### src/rtl/mult_job_arbiter.sv
// Round-robin arbiter that time-shares one multiply/popcount engine among NREQ
// requesters. It launches one job at a time, routes results back, and aborts hung jobs.
module mult_job_arbiter #(
  parameter int NREQ    = 4,
  parameter int TIMEOUT = 64
) (
  input  logic                 clk,
  input  logic                 reset,
  input  logic [NREQ-1:0]      req,
  input  logic [24*NREQ-1:0]   req_a1,
  input  logic [24*NREQ-1:0]   req_a2,
  output logic [NREQ-1:0]      req_ack,
  output logic [NREQ-1:0]      rsp_valid,
  output logic [31:0]          rsp_product,
  output logic                 rsp_ok,
  output logic [5:0]           rsp_ones,
  output logic                 rsp_timeout,
  output logic                 eng_start,
  output logic                 eng_abort,
  output logic [23:0]          eng_a1,
  output logic [23:0]          eng_a2,
  input  logic                 eng_done,
  input  logic [31:0]          eng_product,
  input  logic                 eng_ok,
  input  logic [5:0]           eng_ones,
  output logic                 busy,
  output logic [15:0]          job_count,
  output logic [1:0]           dbg_state
);
  // Handshake: req is a level held with its operands until the one-cycle req_ack;
  // rsp_valid is a one-cycle pulse and rsp_* stay stable until the next response.
  localparam int IW  = (NREQ > 1) ? $clog2(NREQ) : 1;
  localparam int WDW = $clog2(TIMEOUT);

  typedef enum logic [1:0] {S_IDLE, S_ISSUE, S_WAIT, S_RESP} state_t;

  state_t           state_q, state_d;
  logic [IW-1:0]    last_q, last_d, grant_q, grant_d, pick_idx;
  logic             pick_valid;
  logic [23:0]      a1_q, a1_d, a2_q, a2_d;
  logic [WDW-1:0]   wd_q, wd_d;
  logic [31:0]      prod_q, prod_d;
  logic             ok_q, ok_d, to_q, to_d;
  logic [5:0]       ones_q, ones_d;
  logic [15:0]      job_q, job_d;

  // First requester after the previous winner, wrapping modulo NREQ.
  always_comb begin
    pick_valid = 1'b0;
    pick_idx   = '0;
    for (int i = 1; i <= NREQ; i++) begin
      if (!pick_valid && req[(int'(last_q) + i) % NREQ]) begin
        pick_valid = 1'b1;
        pick_idx   = IW'((int'(last_q) + i) % NREQ);
      end
    end
  end

  always_comb begin
    state_d   = state_q;
    last_d    = last_q;
    grant_d   = grant_q;
    a1_d      = a1_q;
    a2_d      = a2_q;
    wd_d      = wd_q;
    prod_d    = prod_q;
    ok_d      = ok_q;
    ones_d    = ones_q;
    to_d      = to_q;
    job_d     = job_q;
    req_ack   = '0;
    rsp_valid = '0;
    eng_start = 1'b0;
    eng_abort = 1'b0;
    case (state_q)
      S_IDLE: begin
        if (pick_valid) begin
          grant_d = pick_idx;
          last_d  = pick_idx;
          a1_d    = req_a1[24*pick_idx +: 24];
          a2_d    = req_a2[24*pick_idx +: 24];
          state_d = S_ISSUE;
        end
      end
      S_ISSUE: begin
        req_ack[grant_q] = 1'b1;
        eng_start        = 1'b1;
        wd_d             = '0;
        state_d          = S_WAIT;
      end
      S_WAIT: begin
        // A completion in the expiry cycle still counts as success.
        if (eng_done) begin
          prod_d  = eng_product;
          ok_d    = eng_ok;
          ones_d  = eng_ones;
          to_d    = 1'b0;
          state_d = S_RESP;
        end else if (wd_q == WDW'(TIMEOUT - 1)) begin
          eng_abort = 1'b1;
          prod_d    = '0;
          ok_d      = 1'b0;
          ones_d    = '0;
          to_d      = 1'b1;
          state_d   = S_RESP;
        end else begin
          wd_d = wd_q + 1'b1;
        end
      end
      S_RESP: begin
        rsp_valid[grant_q] = 1'b1;
        if (!to_q) job_d = job_q + 16'd1;
        state_d = S_IDLE;
      end
      default: state_d = S_IDLE;
    endcase
  end

  always_ff @(posedge clk) begin
    if (reset) begin
      state_q <= S_IDLE;
      last_q  <= IW'(NREQ - 1);
      grant_q <= '0;
      a1_q    <= '0;
      a2_q    <= '0;
      wd_q    <= '0;
      prod_q  <= '0;
      ok_q    <= 1'b0;
      ones_q  <= '0;
      to_q    <= 1'b0;
      job_q   <= '0;
    end else begin
      state_q <= state_d;
      last_q  <= last_d;
      grant_q <= grant_d;
      a1_q    <= a1_d;
      a2_q    <= a2_d;
      wd_q    <= wd_d;
      prod_q  <= prod_d;
      ok_q    <= ok_d;
      ones_q  <= ones_d;
      to_q    <= to_d;
      job_q   <= job_d;
    end
  end

  assign eng_a1      = a1_q;
  assign eng_a2      = a2_q;
  assign rsp_product = prod_q;
  assign rsp_ok      = ok_q;
  assign rsp_ones    = ones_q;
  assign rsp_timeout = to_q;
  assign busy        = (state_q != S_IDLE);
  assign job_count   = job_q;
  assign dbg_state   = state_q;

endmodule

### config.mk
export PLATFORM = sky130hd
export DESIGN_NAME = mult_job_arbiter
export DESIGN_NICKNAME = d
export VERILOG_FILES = /design/src/rtl/mult_job_arbiter.sv
export SDC_FILE = /design/constraint.sdc
export NUM_CORES = 1
export LEC_CHECK = 0
export CAP_MARGIN = 40
export CORE_AREA = 2 2 138 140
export CTS_CLUSTER_SIZE = 12
export DETAILED_ROUTE_END_ITERATION = 10
export DIE_AREA = 0 0 140 142
export PLACE_DENSITY = 0.79
export SLEW_MARGIN = 15
export SYNTH_ARGS = -nofsm -noshare
export SYNTH_HDL_FRONTEND = slang
export SYNTH_SLANG_ARGS = --single-unit
### constraint.sdc
create_clock -name clk -period 2.9 [get_ports clk]
set_clock_uncertainty 0.1 [all_clocks]
set_input_delay 0.435 -clock clk [delete_from_list [all_inputs] [get_ports clk]]
set_output_delay 0.435 -clock clk [all_outputs]
set_load 0.05 [all_outputs]
### Word-level counts from Yosys, hierarchy flattened

Index checks and enable logic that the tools add are counted.

* add/subtract/negate cells: 6
* $mul: 1
* magnitude comparators: 6
* equality and inequality tests: 8
* shift operators: 2
* mux-type cells: 43
* bitwise operators: 5
* reduce and logical (&&, ||, !) cells: 20

Operator list (count)
* $shiftx 96x8->24: 2
* $mux 32: 2
* $mux 6: 4
* $mux 1: 21
* $add 16x1->16 const B: 1
* $lt 3x4->1 const B: 4
* $mux 2: 7
* $pmux 6 s2: 1
* $bmux 1 s2: 4
* $mux 4: 2
* $pmux 2 s4: 1
* $reduce_and 2->1: 4
* $reduce_or 2->1: 4
* $add 6x1->6 const B: 1
* $eq 6x6->1 const B: 1
* $ne 2x2->1 const B: 3
* $reduce_bool 2->1: 3
* $add 2x1->2 const B: 2
* $add 2x2->2 const B: 2
* $and 1x1->1 const A: 4
* $eq 2x2->1 const B: 2
* $logic_and 1x1->1: 4
* $mul 2x2->4 const A: 1
* $logic_not 1->1: 3
* other kinds (8): 8

* register bits after elaboration: 116
* input bits: 238
* output and inout bits: 117
* logic and storage cells: 102

### Depth between registers and ports, before layout

* word-level depth: 18
* depth in mapped cells: 9

### Worst setup path before layout

OpenSTA, ideal clock, no wires.

* path type: register to output
* from: reg state_q[0], in the netlist dbg_state[0]
* to: out req_ack[0]
* arrival time: 2.498 ns
* path slack: -0.133 ns
* stages on the path, launching flop included: 3
* path through: dfxtp_1 ha_1 nor3b_1

* cells in the longest elaborated chain, start to end: 2

RTL lines
* start, declared: RTL line 37 `state_t state_q, state_d;`
* start signal, assigned: RTL line 133 `state_q <= state_d;`
* $eq 2x1->1: RTL line 75 `case (state_q)`
* $mux 4: RTL line 75
* end, declared: RTL line 12 `output logic [NREQ-1:0] req_ack,`

No other way between the ends.

### Worst setup path after layout

* from: reg state_q[1], in the netlist dbg_state[1]
* to: out req_ack[0]

Same word-level chain as after synthesis.

==> results_dict.tcl <==
set metrics [dict create \
    reg2reg_slack_ns 0.70 \
    r2r-end "job_count[15]" \
    synth_top_cell_by_area "dfxtp_1" \
    power.density_nw_per_um2 859 \
    via_per_inst 4.89 \
    synth_area_leaders "dfxtp_1, mux2_2, mux2i_1, a22oi_1, o21ai_1" \
    min_period_ns 2.72 \
    cts_tree "done" \
    ys_seq_area_share_pct 41.0 \
    clk_pin_slew_worst_paths_ns 0.06 \
    crit_path_end_kind "primary output" \
    critPathKind "reg2out" \
    grt_max_degree 69 \
    grt_pass1_vias 5795 \
    path_buf_inv 2 \
    first_pass_iters 11 \
    worst_setup_path_start_kind "flop" \
    max_cap_violations 0 \
    finalSetupViolations 0 \
    rows 50 \
    ys_warn_count 0 \
    layout-drive-gt1-share_pct 10.9 \
    die_w_microns 140 \
    cts.htree.levels 4 \
    critPathArrivalTime_ns 2.18 \
    setup_tns_ns 0 \
    synthesis.area_sq_um 5670 \
    post-cts-setup-buffers 0 \
    dp_hpwl_mm 15.7 \
    synth.most_common_cell "dfxtp_1" \
    first_iter_violations 322 \
    worst_pin_slew_ns 0.770 \
    rr_worst_depth 6 \
    hold_start "rsp_product[12]" \
    reg2reg_from "dbg_state[1]" \
    p_leak_nw 3.69 \
    cts.sinks 116 \
    synth_commonest_cells "dfxtp_1, nand2_1, mux2i_1" \
    core_area_sq_um 18500 \
    clk_latency_ns 0.40 \
    rsz0062_at_grt "no" \
    antenna_found_initial 3 \
    slew_viol_final 0 \
    synthFlopType "dfxtp_1" \
    route.detailed.drc 25 \
    initial_utilization_pct 30.7 \
    die_h_microns 142 \
    synth_top_cell_area_share_pct 41.0 \
    grt_pass1_wl_mm 31.1 \
    worst-path-stages 4 \
    yosysUniqueCellTypes 45 \
    netlist_instances 619 \
    vias 5913 \
    fmax_ghz 0.368 \
    port_buffers 354 \
    cts_resized 0 \
    nFillCells 1675 \
    cts_buffers 17 \
    postRouteAntennaNets 0 \
    status "complete, but fails checks" \
    fin_crit_sh_pct 93.8 \
    cts_root_buffer "clkbuf_16" \
    crit_path_max_fanout 6 \
    hold_class "reg2reg" \
    crit_chain "inv_1 -> ha_1 -> nor3b_2 -> clkdlybuf4s50_1" \
    dieArea_sq_um 19900 \
    worstPathRequired_ns 2.37 \
    finalCoreUtilization_pct 54.5 \
    ios 355 \
    nNetsFinal 1206 \
    hold_end "rsp_product[12]" \
    syn_to_final_growth_pct 77.5 \
    hold_depth 2 \
    avgSynthCellArea_sq_um 9.16 \
    hold_viol 0 \
    post_drt_wl_per_cell_microns 16.9 \
    synth_edf_count 0 \
    drt_wl_total_mm 20.5 \
    gp_congestion 0.814 \
    slew_headroom_pct 48.2 \
    holdBufCountCts 0 \
    cp_slowest_stage_delay_ns 0.82 \
    critical-path-slowest-cell "clkdlybuf4s50_1" \
    violations "design-rule violations" \
    clockBufferDepth 2 \
    synth_fp_nets 864 \
    synthArstFlopShare_pct 0 \
    synth_seq_cells 116 \
    vdd_ir_drop_max_uv 359 \
    path_delay_family "buffers and inverters" \
    track_usage_pct 19.8 \
    overflow 0 \
]
## cells in the final DEF (no fill, tap or decap), types with 3 or more instances in the layout
cell type	instances
nand2_1	58
inv_1	8
nor4_1	3
clkdlybuf4s50_1	352
mux2i_1	52
inv_6	8
xor2_1	13
and3_1	3
a22oi_1	48
dfxtp_1	116
nand4_1	4
nand3_1	44
o21ai_0	3
nor3_1	4
nand2b_1	4
o21ai_1	46
buf_4	10
clkbuf_16	17
mux2_2	48
xnor2_1	4
nor2_1	31
a21oi_1	44
ha_1	7
and3b_1	4
buf_12	8
## cells by family (layout without fill, tap and decap cells)
logic type / count (synthesis) / in the layout / share of synthesized area (%)
adders and majority gates: 7 / 7 / 1.54
DFF: 116 / 116 / 41.0
other: 0 / 2 / 0
buffers and inverters: 56 / 411 / 5.30
and+or+nand+nor: 167 / 167 / 13.7
AOI/OAI and AO/OA: 156 / 156 / 17.1
xor gates and xnor gates: 17 / 17 / 2.63
muxes: 100 / 100 / 18.7
## metal layers
metal	up-vias	track usage, %	wire [microns]
li1	2910	-	-
met5	-	0	13
met2	207	34.7	10400
met4	2	6.11	337
met1	2776	22.9	8100
met3	18	6.80	1620
## flip-flops by register name, indices dropped and copies added, names as in the netlist
signal and flops:
eng_a1 24, rsp_timeout 1, eng_a2 24, rsp_ok 1
rsp_product 32, dbg_state 2, rsp_ones 6, wd_q 6
grant_q 2, job_count 16, last_q 2
## metrics by stage
stage	setup WS (ns)	cells	instance area, sq um	total power, W	hold WS [ns]
floorplan	0.213	619	5680	0.00506	0.364
global placement	0.288	1176	9470	0.00654	0.352
detailed placement	0.253	1176	9470	0.00659	0.358
CTS	0.132	1208	10100	0.00874	0.366
global route	0.0450	1210	10100	0.00907	0.385
finish	0.180	1210	10100	0.00865	0.363
## power breakdown
group	internal, W	switching (W)	total (W)	leakage [nW]
combinational	0.00175	0.00255	0.00430	2.45
sequential	0.00198	0.000245	0.00223	0.947
clock	0.00129	0.000831	0.00212	0.286
## how the worst max path moves through the flow
stage | from | endpoint | slack, ns
3_3_place_gp | req[3] | eng_a1[23] | 0.29
4_1_cts | dbg_state[1] | req_ack[0] | 0.13
3_5_place_dp | req[3] | eng_a1[23] | 0.25
2_1_floorplan | dbg_state[1] | rsp_valid[0] | 0.21
6_report | dbg_state[1] | req_ack[0] | 0.18
5_1_grt | dbg_state[1] | req_ack[0] | 0.04
## final cells by class
| type | count | area [sq um] | area share [%] |
|---|---|---|---|
| repair buffers | 371 | 3760 | 37.4 |
| multi-input cells | 447 | 3060 | 30.4 |
| flip-flops and latches | 116 | 2320 | 23.1 |
| clock buffers | 17 | 425 | 4.23 |
| well taps | 234 | 293 | 2.91 |
| clock inverters | 15 | 168 | 1.67 |
| inverters | 8 | 30.0 | 0.298 |
| diodes | 2 | 5.00 | 0.0497 |
## worst min-delay path, stage by stage (launching register included)
cell	delay, ns
dfxtp_1	0.30
nand3_1	0.06
a21oi_1	0.06
(Power assumes the default switching activity.)
